[src/rtl/hazard3_shift_arb.sv]
// hazard3_shift_arb
//
// Round-robin arbiter that shares one combinational barrel shifter between two
// requesters. Requester 0 is the ALU shift path. Requester 1 is the
// bit-manipulation/funnel path. The winner's operands go out on sh_*. The
// shifter result comes back on sh_dout in the same cycle. That result is
// captured in a single registered response slot, tagged with the winner's ID.
//
// Ports
//   clk, rst_n      clock, asynchronous active-low reset
//   req_valid/ready per-requester handshake (bit 0 = req0); ready is one-hot or 0
//   req_din         two W_DATA operands, req0 in the low half
//   req_shamt       two W_SHAMT shift amounts, req0 in the low field
//   req_ctrl        {arith,rotate,right_nleft} per requester, req0 in [2:0]
//   sh_*            operands to the external shifter, sh_dout = its result
//   rsp_valid/ready response slot handshake
//   rsp_id, rsp_data owner and registered result of the response slot

module hazard3_shift_arb #(
   parameter int W_DATA  = 32,
   parameter int W_SHAMT = 5
) (
   input  logic                 clk,
   input  logic                 rst_n,
   input  logic [1:0]           req_valid,
   output logic [1:0]           req_ready,
   input  logic [2*W_DATA-1:0]  req_din,
   input  logic [2*W_SHAMT-1:0] req_shamt,
   input  logic [5:0]           req_ctrl,
   output logic [W_DATA-1:0]    sh_din,
   output logic [W_SHAMT-1:0]   sh_shamt,
   output logic                 sh_right_nleft,
   output logic                 sh_rotate,
   output logic                 sh_arith,
   input  logic [W_DATA-1:0]    sh_dout,
   output logic                 rsp_valid,
   input  logic                 rsp_ready,
   output logic                 rsp_id,
   output logic [W_DATA-1:0]    rsp_data
);

   logic              rsp_valid_q, rsp_valid_d;
   logic              rsp_id_q, rsp_id_d;
   logic [W_DATA-1:0] rsp_data_q, rsp_data_d;
   logic              last_grant_q, last_grant_d;

   logic can_accept_s;
   logic grant_valid_s;
   logic grant_id_s;
   logic xfer_s;

   // Pick a winner: a lone requester wins outright, and under contention the
   // requester that did not win last time goes next.
   always_comb begin
      grant_valid_s = 1'b0;
      grant_id_s    = 1'b0;
      case (req_valid)
         2'b01: begin
            grant_valid_s = 1'b1;
            grant_id_s    = 1'b0;
         end
         2'b10: begin
            grant_valid_s = 1'b1;
            grant_id_s    = 1'b1;
         end
         2'b11: begin
            grant_valid_s = 1'b1;
            grant_id_s    = ~last_grant_q;
         end
         default: begin
            grant_valid_s = 1'b0;
            grant_id_s    = 1'b0;
         end
      endcase
      // Nothing is granted while reset is held, so ready and sh_* read 0.
      if (!rst_n) begin
         grant_valid_s = 1'b0;
         grant_id_s    = 1'b0;
      end else begin
         grant_valid_s = grant_valid_s;
         grant_id_s    = grant_id_s;
      end
   end

   // Accept handshake. The slot can take a new result when it is empty or
   // is being drained on this same edge.
   always_comb begin
      can_accept_s = !rsp_valid_q || rsp_ready;
      req_ready    = 2'b00;
      if (grant_valid_s && can_accept_s) begin
         if (grant_id_s) begin
            req_ready = 2'b10;
         end else begin
            req_ready = 2'b01;
         end
      end else begin
         req_ready = 2'b00;
      end
      xfer_s = |(req_valid & req_ready);
   end

   // Steer the granted requester's operands to the shifter. This does not
   // wait for can_accept, so the shifter inputs do not depend on rsp_ready.
   always_comb begin
      sh_din         = {W_DATA{1'b0}};
      sh_shamt       = {W_SHAMT{1'b0}};
      sh_right_nleft = 1'b0;
      sh_rotate      = 1'b0;
      sh_arith       = 1'b0;
      if (grant_valid_s) begin
         if (grant_id_s) begin
            sh_din         = req_din[2*W_DATA-1:W_DATA];
            sh_shamt       = req_shamt[2*W_SHAMT-1:W_SHAMT];
            sh_right_nleft = req_ctrl[3];
            sh_rotate      = req_ctrl[4];
            sh_arith       = req_ctrl[5];
         end else begin
            sh_din         = req_din[W_DATA-1:0];
            sh_shamt       = req_shamt[W_SHAMT-1:0];
            sh_right_nleft = req_ctrl[0];
            sh_rotate      = req_ctrl[1];
            sh_arith       = req_ctrl[2];
         end
      end else begin
         sh_din         = {W_DATA{1'b0}};
         sh_shamt       = {W_SHAMT{1'b0}};
         sh_right_nleft = 1'b0;
         sh_rotate      = 1'b0;
         sh_arith       = 1'b0;
      end
   end

   // Response slot and round-robin pointer next state. A new result
   // overwrites a draining one on the same edge. A drain with no new result
   // clears only the valid bit.
   always_comb begin
      rsp_valid_d  = rsp_valid_q;
      rsp_id_d     = rsp_id_q;
      rsp_data_d   = rsp_data_q;
      last_grant_d = last_grant_q;
      if (xfer_s) begin
         rsp_valid_d  = 1'b1;
         rsp_id_d     = grant_id_s;
         rsp_data_d   = sh_dout;
         last_grant_d = grant_id_s;
      end else if (rsp_ready) begin
         rsp_valid_d  = 1'b0;
      end else begin
         rsp_valid_d  = rsp_valid_q;
      end
   end

   // State registers. last_grant resets to 1 so req0 wins the first
   // contended cycle.
   always_ff @(posedge clk or negedge rst_n) begin
      if (!rst_n) begin
         rsp_valid_q  <= 1'b0;
         rsp_id_q     <= 1'b0;
         rsp_data_q   <= {W_DATA{1'b0}};
         last_grant_q <= 1'b1;
      end else begin
         rsp_valid_q  <= rsp_valid_d;
         rsp_id_q     <= rsp_id_d;
         rsp_data_q   <= rsp_data_d;
         last_grant_q <= last_grant_d;
      end
   end

   assign rsp_valid = rsp_valid_q;
   assign rsp_id    = rsp_id_q;
   assign rsp_data  = rsp_data_q;

endmodule
[config.mk]
export PLATFORM = sky130hd
export DESIGN_NAME = hazard3_shift_arb
export DESIGN_NICKNAME = d
export VERILOG_FILES = /design/src/rtl/hazard3_shift_arb.sv
export SDC_FILE = /design/constraint.sdc
export NUM_CORES = 1
export LEC_CHECK = 0
export ABC_AREA = 1
export BUFFER_PORTS_ARGS = -buffer_cell sky130_fd_sc_hd__buf_4
export CORE_ASPECT_RATIO = 1.75
export CORE_MARGIN = 2
export CORE_UTILIZATION = 40
export DETAILED_ROUTE_END_ITERATION = 16
export PLACE_DENSITY = 0.79
export SETUP_SLACK_MARGIN = 0.5
export SLEW_MARGIN = 20
export SYNTH_ARGS = -nofsm -noshare
export SYNTH_HDL_FRONTEND = slang
export SYNTH_SLANG_ARGS = --single-unit
[constraint.sdc]
create_clock -name clk -period 3.3 [get_ports clk]
set_clock_uncertainty 0.15 [all_clocks]
set_input_delay 0.33 -clock clk [delete_from_list [all_inputs] [get_ports clk]]
set_output_delay 0.33 -clock clk [all_outputs]
set_load 0.02 [all_outputs]
-- Yosys cells after proc, flatten, opt, wreduce, memory -nomap -nowiden
Cells that the tools add are included.
- bits in registers: 35
- input bits: 117
- word-level logic and storage cells: 33
- eq/ne operators: 3
- mux-type cells: 18
- bitwise operators: 2
- reductions and logical operators: 6
- operators with widths (cell ; number):
    32-bit 2-to-1 mux ; 2
    1-bit 2-to-1 mux ; 11
    5-bit 2-to-1 mux ; 2
    2-bit == test (second input constant) ; 2
    2-bit 2-to-1 mux ; 2
    3-bit OR reduction ; 1
    2-bit bitwise AND ; 1
    2-bit by 1-bit == test with 1-bit output (second input constant) ; 1
    1-bit case mux with 2 select lines ; 1
    2-bit nonzero test ; 1
    2-bit OR reduction ; 1
    1-bit logical AND ; 1
    1-bit logical NOT ; 1
    1-bit logical OR ; 1
    1-bit inverter ; 1

-- Logic depth before layout (Yosys ltp)
Gate-level depths: netlist (run 1).
- depth in word-level cells: 9
- gate-level depth with buffers: 6
- mapped depth without buffers: 5

-- Worst setup path after synthesis (run 1)
No wires, ideal clock.
- path type: register to output
- start point: register rsp_valid_q, in the netlist rsp_valid
- end point: output port req_ready[0]
- arrival: 1238 ps
- required time: 2820 ps
- slack: 1582 ps
- stages on the path, launching flop included: 5
- buffers on the path: 1
- cells stage by stage: dfrtp_1 > nand2_2 > nand3_2 > buf_2 > nor2_1
- cells in the longest elaborated chain, start to end: 4
- ends and longest elaborated chain (element ; RTL line ; RTL):
    start: declaration ; 42 ; logic rsp_valid_q, rsp_valid_d;
    start signal: assignment ; 162 ; rsp_valid_q <= rsp_valid_d;
    1-bit logical NOT ; 88 ; can_accept_s = !rsp_valid_q || rsp_ready;
    1-bit logical OR ; 88 ;
    1-bit logical AND ; 90 ; if (grant_valid_s && can_accept_s) begin
    2-bit 2-to-1 mux ; 90 ;
    end: declaration ; 26 ; output logic [1:0] req_ready,
Every way passes these cells.

-- Worst setup path after layout (run 1)
- start point: input port rst_n
- end point: output port req_ready[1]
- cells in the longest elaborated chain, start to end: 3
- elaborated cells between the ends (all ways): 5
- those cells by class: mux (4); reduce/logical (1)
- ends and longest elaborated chain (element ; RTL line ; RTL):
    start: declaration ; 24 ; input logic rst_n,
    1-bit 2-to-1 mux ; 76 ; if (!rst_n) begin
    2-bit 2-to-1 mux / 1-bit logical AND (equally long branches) ; 91, 90 ;
    2-bit 2-to-1 mux * ; 90 ;
Mark *: on every way between the ends. The rest lies on a longest branch, timed or not.

==> impl_metrics.env, run 1 <==
export IMPL_firstDrtPassIters=4
export IMPL_cp_slowest_cell="nor2_8"
export IMPL_core_area_um2=5540
export IMPL_period_needed_ns=2.649
export IMPL_tritoncts="done"
export IMPL_cts_root_buf="clkbuf_8"
export IMPL_die_h_um=104.0
export IMPL_critPathMaxStageDelay_ns=0.55
export IMPL_diodes=0
export IMPL_die_w_um=61.12
export IMPL_syn_area_per_cell_um2=6.122
export IMPL_slew_headroom=0.5201
export IMPL_ys_types=15
export IMPL_max_freq_mhz=377.5
export IMPL_cp_arrival_ns=2.17
export IMPL_run_status="finished, final reports clean"
export IMPL_ir_drop_v=0.0003562
export IMPL_cts_clk_slew_worst_paths_ns=0.07
export IMPL_finalHoldWorstSlack_ns=0.1193
export IMPL_rows=36
export IMPL_grt_remaining_overflow=0
export IMPL_drive_gt1_frac=0.3763
export IMPL_drt_iter0_markers=154
export IMPL_cts_buffer_depth=2
export IMPL_die_area_um2=6353
export IMPL_syn_nets=490
export IMPL_yosysWarningCount=0
export IMPL_via_count=2842
export IMPL_dp_cells=624
export IMPL_vias_per_cell=4.483
export IMPL_grt_pass1_wl_mm=11.88
export IMPL_seqCellArea_um2=877.1
export IMPL_final_cells=634
export IMPL_syn_cell_area_um2=2283
export IMPL_critPathMaxFanout=57
export IMPL_drcViolationCount=0
export IMPL_yosysSeqAreaShare=0.3841
export IMPL_p_leak_nw=2.416
export IMPL_cts_htree_levels=2
export IMPL_gp_congestion=0.7307
export IMPL_cpMostUsedCell="buf_4"
export IMPL_cts_resized=0
export IMPL_grt_max_degree=58
export IMPL_clock_sinks=35
export IMPL_critPathBufInv=5
export IMPL_clock_latency_ns=0.28
export IMPL_syn2layout_area_growth_pct=67.95
export IMPL_path_cells="dlygate4sd3_1 -> buf_4 -> inv_2 -> nor2_8 -> nand3_1 -> inv_1 -> buf_4"
export IMPL_wl_per_cell_um=12.19
export IMPL_antenna_found_initial=0
export IMPL_fin_nets=674
export IMPL_crit_path_start_kind="input port"
export IMPL_synth_seq_cells=35
export IMPL_path_class="input port to output port"
export IMPL_hp_class="input port to register"
export IMPL_worst_pin_slew_ns=0.7199
export IMPL_setup_tns_final_ns=0
export IMPL_grt_pass1_vias=2650
export IMPL_start_util=0.4121
export IMPL_setup_viol=0
export IMPL_multi_input_area_um2=1092
export IMPL_finalHoldViolations=0
export IMPL_drtAntennaViolNets=0
export IMPL_cpLargestDelayFamily="buffers and inverters"
export IMPL_drt_wl_total_mm=7.731
export IMPL_powerDensity_nw_per_um2=396.7
export IMPL_ios=193
export IMPL_rsz0062_at_grt="no"
export IMPL_fin_crit_sh=0.8028
export IMPL_track_usage=0.2411
export IMPL_critPathCaptureType="output port"
export IMPL_cts_made_buffers=5
export IMPL_syn_inst=373
export IMPL_portBuffers=192
export IMPL_fillers=516
export IMPL_final_max_slew_violation_count=0
export IMPL_worstPathRequired_ns=2.82
export IMPL_hpwl_mm=5.830
export IMPL_drv_cap=0
[metal layers]
metal	global-route usage	routed length, µm
met5	0	0
met4	0.07919	127
met3	0.09826	1046
met2	0.4141	3831
met1	0.2544	2726
[final timing paths]
path                        startpoint           end  slack [ns]  depth (start not counted)
hold reg to reg            rsp_data[4]   rsp_data[4]        0.32                          2
max in group asynchronous        rst_n   rsp_data[1]        2.38                          3
hold / removal             sh_dout[27]  rsp_data[27]        0.12                          3
setup / recovery                 rst_n  req_ready[1]        0.65                          7
setup reg to reg             rsp_valid  rsp_data[31]        1.27                          5
min in group asynchronous        rst_n  last_grant_q        0.44                          2
[power by group]
| part | switching [mW] | internal, mW |
|---|---|---|
| clock network | 0.147 | 0.190 |
| logic | 0.352 | 0.289 |
| registers | 0.0425 | 0.501 |
[flip-flops by register name (all words and copies together), names as in the netlist]
| name | flops |
|---|---|
| rsp_data | 32 |
| last_grant_q | 1 |
| rsp_id | 1 |
| rsp_valid | 1 |
[placed cells by master (no fill, tap or decap), types with 7 or more instances in the layout]
| cell | n |
|---|---|
| buf_4 | 196 |
| clkbuf_8 | 7 |
| dfrtp_1 | 34 |
| inv_1 | 44 |
| nand2_1 | 152 |
| nand3_1 | 34 |
| nor2_1 | 81 |
[kinds of logic (layout without fill, tap and decap cells)]
group                  after synthesis  after routing  share of synthesized area
AO/OA/AOI/OAI                        1              1                   0.002190
buffers and inverters               66            251                     0.1375
flip-flops                          35             35                     0.3841
AND/OR/NAND/NOR                    271            271                     0.4762
[worst reg2reg max path: stages, from the launching register on]
cell and delay, ns:
dfrtp_1 0.40, nand2_2 0.50, nand3_2 0.39, buf_4 0.34, nand2_1 0.10, nand2_1 0.05
[per-stage QoR]
stage               instance area [µm²]  utilization  worst slack [ns]  total power [mW]
floorplan                          2283            -             1.582            0.8728
global placement                   3705       0.6687            0.8583             1.182
detailed placement                 3705       0.6687            0.8048             1.192
CTS                                3835       0.6922            0.6259             1.532
global route                       3835       0.6922            0.5076             1.615
finish                             3835       0.6922            0.6508             1.521
[final cells by class]
class                      instances  area share
clock buffer                       8     0.02610
inverter                          45     0.04405
multi-input combinational        272      0.2848
timing repair buffer             198      0.3915
sequential                        35      0.2287
tap                               76     0.02480
[cells in the mapped netlist, drive strengths merged]
library cell | count | area, µm²
inv | 45 | 168.9
nand2 | 153 | 576.8
dfstp | 1 | 26.28
buf | 18 | 133.9
nor2 | 83 | 330.3
clkbuf | 3 | 11.26
nand3 | 35 | 180.2
a21oi | 1 | 5.000
dfrtp | 34 | 850.8
[timing repair]
item                                   4_1_cts  5_1_grt
setup endpoints to repair                    0        1
setup buffers                                0        0
endpoints found under the hold margin       34        0
hold buffers                                 2        0
Note: power is estimated with default switching activity, not from simulation.
==> inputs of run 2 (changes only) <==
--- a/config.mk
+++ b/config.mk
@@ -9,9 +9,9 @@
 export BUFFER_PORTS_ARGS = -buffer_cell sky130_fd_sc_hd__buf_4
 export CORE_ASPECT_RATIO = 1.75
 export CORE_MARGIN = 2
-export CORE_UTILIZATION = 40
+export CORE_UTILIZATION = 39
 export DETAILED_ROUTE_END_ITERATION = 16
-export PLACE_DENSITY = 0.79
+export PLACE_DENSITY = 0.77
 export SETUP_SLACK_MARGIN = 0.5
 export SLEW_MARGIN = 20
 export SYNTH_ARGS = -nofsm -noshare
==> constraint.sdc (replaced) <==
create_clock -name clk -period 2.6 [get_ports clk]
set_clock_uncertainty 0.15 [all_clocks]
set_input_delay 0.26 -clock clk [delete_from_list [all_inputs] [get_ports clk]]
set_output_delay 0.26 -clock clk [all_outputs]
set_load 0.02 [all_outputs]
==> run 2 against run 1 <==
  * Non-clock buffer count is 6 higher
  * Register-to-register slack worse by 0.20 ns
  * Highest routed layer unchanged
  * Total power is 35% higher
  * Sequential share of layout area is 0.85 points lower
  * Via count is 2.7% higher
  * Critical path depth is 1 lower
==> impl_metrics.env, run 2 (synthesis gave the netlist of run 1 again) <==
export IMPL_reg2regPathDepth=5
export IMPL_cts_made_buffers=5
export IMPL_swShare=0.3501
export IMPL_p_clk_frac=0.249
export IMPL_multi_input_area_um2=1117
export IMPL_setup_tns_final_ns=0
export IMPL_gp_congestion=0.7932
export IMPL_path_cells="nand2_2 -> nand3_4 -> buf_12 -> nor2_1 -> nor2_1 -> buf_4"
export IMPL_final_cells=640
export IMPL_drtAntennaViolNets=0
export IMPL_final_cell_mix="buf_4, nand2_1, nor2_1"
export IMPL_max_freq_mhz=498.7
export IMPL_finalHoldViolations=0
export IMPL_critPathLaunch="last_grant_q"
export IMPL_path_class="register to output port"
export IMPL_seqCellArea_um2=877.1
export IMPL_portBuffers=192
export IMPL_track_usage=0.2471
export IMPL_drt_wl_total_mm=8.421
export IMPL_critPathMaxStageDelay_ns=0.56
export IMPL_vias_per_cell=4.559
export IMPL_clock_sinks=35
export IMPL_combPwrFrac=0.416
export IMPL_fin_nets=680
export IMPL_setup_viol=0
export IMPL_cpMostUsedCell="nor2_1"
export IMPL_ios=193
export IMPL_cts_buffer_depth=2
export IMPL_die_w_um=61.84
export IMPL_fillers=491
export IMPL_diodes=0
export IMPL_clock_latency_ns=0.29
export IMPL_cts_clk_slew_worst_paths_ns=0.08
export IMPL_slew_headroom=0.7322
export IMPL_crit_path_start_kind="register"
export IMPL_core_area_um2=5630
export IMPL_die_h_um=105.2
export IMPL_p_leak_nw=2.485
export IMPL_powerDensity_nw_per_um2=516.7
export IMPL_grt_pass1_wl_mm=12.35
export IMPL_drv_cap=0
export IMPL_final_max_slew_violation_count=0
export IMPL_worst_pin_slew_ns=0.4017
export IMPL_p_seq_frac=0.336
export IMPL_fin_crit_sh=0.7712
export IMPL_critPathMaxFanout=20
export IMPL_grt_remaining_overflow=0
export IMPL_postCtsSetupRepairBufs=0
export IMPL_final_common_cell="buf_4"
export IMPL_start_util=0.4056
export IMPL_drt_iter0_markers=121
export IMPL_hp_class="input port to register"
export IMPL_syn2layout_area_growth_pct=74.41
export IMPL_ir_drop_v=0.0004113
export IMPL_timing_rr_end="rsp_data[13]"
export IMPL_largest_reg_flops=32
export IMPL_grt_max_degree=41
export IMPL_p_switching_uw=720.5
export IMPL_firstDrtPassIters=4
export IMPL_r2r_start="rsp_valid"
export IMPL_cts_root_buf="clkbuf_8"
export IMPL_wl_per_cell_um=13.16
export IMPL_grt_pass1_vias=2866
export IMPL_die_area_um2=6507
export IMPL_period_needed_ns=2.005
export IMPL_drcViolationCount=0
export IMPL_worstPathRequired_ns=2.19
export IMPL_hpwl_mm=6.271
export IMPL_cts_htree_levels=2
export IMPL_internal_power_mw=1.337
export IMPL_crit_path_end="sh_din[31]"
export IMPL_drive_gt1_frac=0.3901
export IMPL_final_util=0.7073
export IMPL_tritoncts="done"
export IMPL_rsz0062_at_grt="no"
export IMPL_critPathCaptureType="output port"
export IMPL_antenna_found_initial=0
export IMPL_rows=36
export IMPL_run_status="finished, final reports clean"
export IMPL_cp_arrival_ns=1.60
export IMPL_cp_slowest_cell="dfstp_2"
export IMPL_reg2reg_slack_ns=1.07
export IMPL_dp_cells=628
export IMPL_via_count=2918
[run 2: changes by cell type in the layout (fill, tap and decap cells not counted)]
cell       delta
clkinv_2      +1
nand2_1       -2
bufinv_16     +1
nand3_4       +2
clkbuf_16     +2
nand3_1       -1
clkbuf_1      -1
buf_12        +2
clkbuf_8      -1
nand3_2       -1
nand2_2       +2
buf_4         +2
[run 2: worst max-delay path: cells and delay by family (launching register included)]
family	cells	cell delay (ns)
and+or+nand+nor	4	0.40
DFF	1	0.56
buffers and inverters	2	0.33
[run 2: worst min-delay path by stage]
stage,cells after the start,slack (ns),startpoint,end
floorplan,0,-0.19,rst_n,rsp_data[0]
global placement,2,0.19,rst_n,rsp_data[15]
detailed placement,2,0.20,rst_n,rsp_data[6]
CTS,3,0.04,sh_dout[14],rsp_data[14]
global route,3,0.05,sh_dout[4],rsp_data[4]
finish,3,0.04,sh_dout[19],rsp_data[19]
[run 2: metrics by stage]
stage	hold slack, ns	setup slack (ns)	power, mW	instance area, µm²
2_1_floorplan	-0.1856	0.9523	1.108	2283
3_3_place_gp	0.1896	0.6381	1.507	3735
6_report	0.04272	0.5949	2.058	3983
4_1_cts	0.04012	0.4747	2.047	3899
5_1_grt	0.05395	0.5211	2.172	3983
3_5_place_dp	0.1994	0.6616	1.522	3735
[run 2: layout make-up]
type	instances	area share
Clock buffer	6	0.02074
Clock inverter	2	0.008797
Inverter	45	0.04241
Multi-Input combinational cell	272	0.2806
Sequential cell	35	0.2202
Tap cell	76	0.02388
Timing Repair Buffer	204	0.4034
[run 2: repair_timing]
item                                    CTS  global route
hold buffers                              2             0
pin swaps                                 0             1
endpoints found under the hold margin    34             0
gates cloned                              0             2
endpoints found under the setup margin   40            41
resized for setup                         4             7
[run 2: per-layer routing]
metal / up-vias / global-route usage / wire [µm]
met5: - / 0 / 0
met4: 0 / 0.1201 / 361
met3: 24 / 0.05521 / 761
met2: 147 / 0.4549 / 4520
met1: 1277 / 0.2388 / 2778
li1: 1470 / - / -
[run 2: power groups by stage]
stage	clock network [mW]	registers [mW]	logic (mW)
2_1_floorplan	0	0.798	0.310
3_3_place_gp	0	0.695	0.811
3_5_place_dp	0	0.695	0.827
4_1_cts	0.521	0.690	0.836
5_1_grt	0.541	0.701	0.930
6_report	0.511	0.691	0.855
==> inputs of run 3 (changes only) <==
==> constraint.sdc (replaced) <==
create_clock -name clk -period 1.97 [get_ports clk]
set_clock_uncertainty 0.15 [all_clocks]
set_input_delay 0.197 -clock clk [delete_from_list [all_inputs] [get_ports clk]]
set_output_delay 0.197 -clock clk [all_outputs]
set_load 0.02 [all_outputs]
==> run 3 against run 2 <==
  * Combinational power is 64% higher
  * Setup slack worse by 0.55 ns
  * Critical path type unchanged
  * Cell count increased by 4.1%
  * Die area is the same
  * Highest routed layer unchanged
  * Register-to-register slack lost 0.37 ns
  * Sequential power increased by 31%
  * The flow now finishes with violations (hold timing)
==> impl_metrics.env, run 3 (synthesis gave the netlist of run 1 again) <==
export IMPL_crit_path_start_kind="register"
export IMPL_drt_iter0_markers=231
export IMPL_gp_congestion=0.8077
export IMPL_largest_reg_flops=32
export IMPL_cts_clk_slew_worst_paths_ns=0.07
export IMPL_die_w_um=61.84
export IMPL_setup_viol=0
export IMPL_critPathCaptureType="output port"
export IMPL_syn2layout_area_growth_pct=105.2
export IMPL_track_usage=0.2684
export IMPL_dpl_worst_slack_ns=0.3481
export IMPL_antenna_found_initial=0
export IMPL_grt_max_degree=34
export IMPL_ios=193
export IMPL_cts_buffer_depth=2
export IMPL_finalHoldViolations=1
export IMPL_fin_nets=706
export IMPL_path_class="register to output port"
export IMPL_drive_gt1_frac=0.5237
export IMPL_cts_htree_levels=2
export IMPL_core_area_um2=5630
export IMPL_slew_headroom=0.3944
export IMPL_hp_class="input port to register"
export IMPL_rows=36
export IMPL_drtAntennaViolNets=0
export IMPL_finalHoldWorstSlack_ns=-0.002839
export IMPL_final_cell_mix="buf_4, nand2_1, inv_1"
export IMPL_cp_arrival_ns=1.58
export IMPL_powerDensity_nw_per_um2=607.1
export IMPL_drcViolationCount=0
export IMPL_max_freq_mhz=518.7
export IMPL_firstDrtPassIters=4
export IMPL_vias_per_cell=4.850
export IMPL_cts_root_buf="clkbuf_8"
export IMPL_worstPathRequired_ns=1.62
export IMPL_ir_drop_v=0.0005782
export IMPL_violations="hold timing"
export IMPL_via_count=3230
export IMPL_grt_pass1_wl_mm=13.32
export IMPL_period_needed_ns=1.928
export IMPL_diodes=0
export IMPL_clock_latency_ns=0.28
export IMPL_clock_sinks=35
export IMPL_tritoncts="done"
export IMPL_fin_crit_sh=0.9786
export IMPL_start_util=0.4056
export IMPL_run_status="finished, violations left"
export IMPL_cts_made_buffers=5
export IMPL_drv_cap=0
export IMPL_hpwl_mm=6.352
export IMPL_final_max_slew_violation_count=0
export IMPL_worst_pin_slew_ns=0.9084
export IMPL_drt_wl_total_mm=10.37
export IMPL_portBuffers=192
export IMPL_worst_slack_ns=0.04222
export IMPL_dp_cells=630
export IMPL_p_leak_nw=2.672
export IMPL_die_area_um2=6507
export IMPL_die_h_um=105.2
export IMPL_critPathMaxFanout=8
export IMPL_grt_pass1_vias=2949
export IMPL_wl_per_cell_um=15.57
export IMPL_grt_remaining_overflow=0
export IMPL_rsz0062_at_grt="yes"
export IMPL_final_cells=666
export IMPL_final_common_cell="buf_4"
## run 3: worst max-delay path, cell delays in order (launching register included)
cell	delay (ns)
dfstp_2	0.56
nand2_4	0.09
nand2_8	0.15
clkbuf_16	0.17
nand2_1	0.05
nand2_1	0.09
nor2_2	0.05
buf_6	0.13
## run 3: timing repair
action	in CTS	in global routing
gates resized for setup	12	81
setup buffers	2	0
gates cloned	2	7
setup endpoints to repair	42	63
endpoints found under the hold margin	48	0
hold buffers	17	0
pin swaps	2	12
## run 3: path summary, 6_finish.rpt
| path | from | to | slack [ns] | cells after the start |
|---|---|---|---|---|
| min | sh_dout[23] | rsp_data[23] | -0.003 | 3 |
| max in group asynchronous | rst_n | rsp_data[15] | 0.86 | 3 |
| max reg2reg | rsp_valid | rsp_data[20] | 0.70 | 4 |
| min in group asynchronous | rst_n | rsp_data[18] | 0.21 | 3 |
| min reg2reg | rsp_data[22] | rsp_data[22] | 0.32 | 2 |
| max | last_grant_q | sh_din[21] | 0.04 | 7 |
## run 3: report_power, final
group	leakage [nW]	switching [mW]	internal, mW
combinational	2.19	0.726	0.674
clock	0.0482	0.254	0.282
sequential	0.430	0.0694	0.838
## run 3: layout make-up
class / count / area [µm²]
repair buffers: 230 / 2098
multi-input cells: 272 / 1355
fillers: 381 / 944.7
flip-flops and latches: 35 / 877.1
inverters: 45 / 168.9
well taps: 76 / 95.09
clock buffers: 7 / 86.33
clock inverters: 1 / 5.005
## run 3: per-layer routing
layer | vias up | global-route usage | wire length [µm]
li1 | 1528 | - | -
met2 | 180 | 0.4947 | 5497
met5 | - | 0 | 0
met3 | 35 | 0.08589 | 1067
met4 | 0 | 0.09574 | 402
met1 | 1487 | 0.2601 | 3403
## run 3: through the flow
| stage | instance area (µm²) | utilization | hold WS, ns | TNS, ns | total power, mW |
|---|---|---|---|---|---|
| floorplan | 2391 | - | -0.2486 | 0 | 1.500 |
| global placement | 3895 | 0.6918 | 0.02603 | 0 | 2.044 |
| detailed placement | 3895 | 0.6918 | 0.02576 | 0 | 2.064 |
| CTS | 4273 | 0.7589 | 0.0001380 | 0 | 2.677 |
| global route | 4686 | 0.8322 | 0.01057 | -0.003604 | 2.980 |
| finish | 4686 | 0.8322 | -0.002839 | 0 | 2.845 |
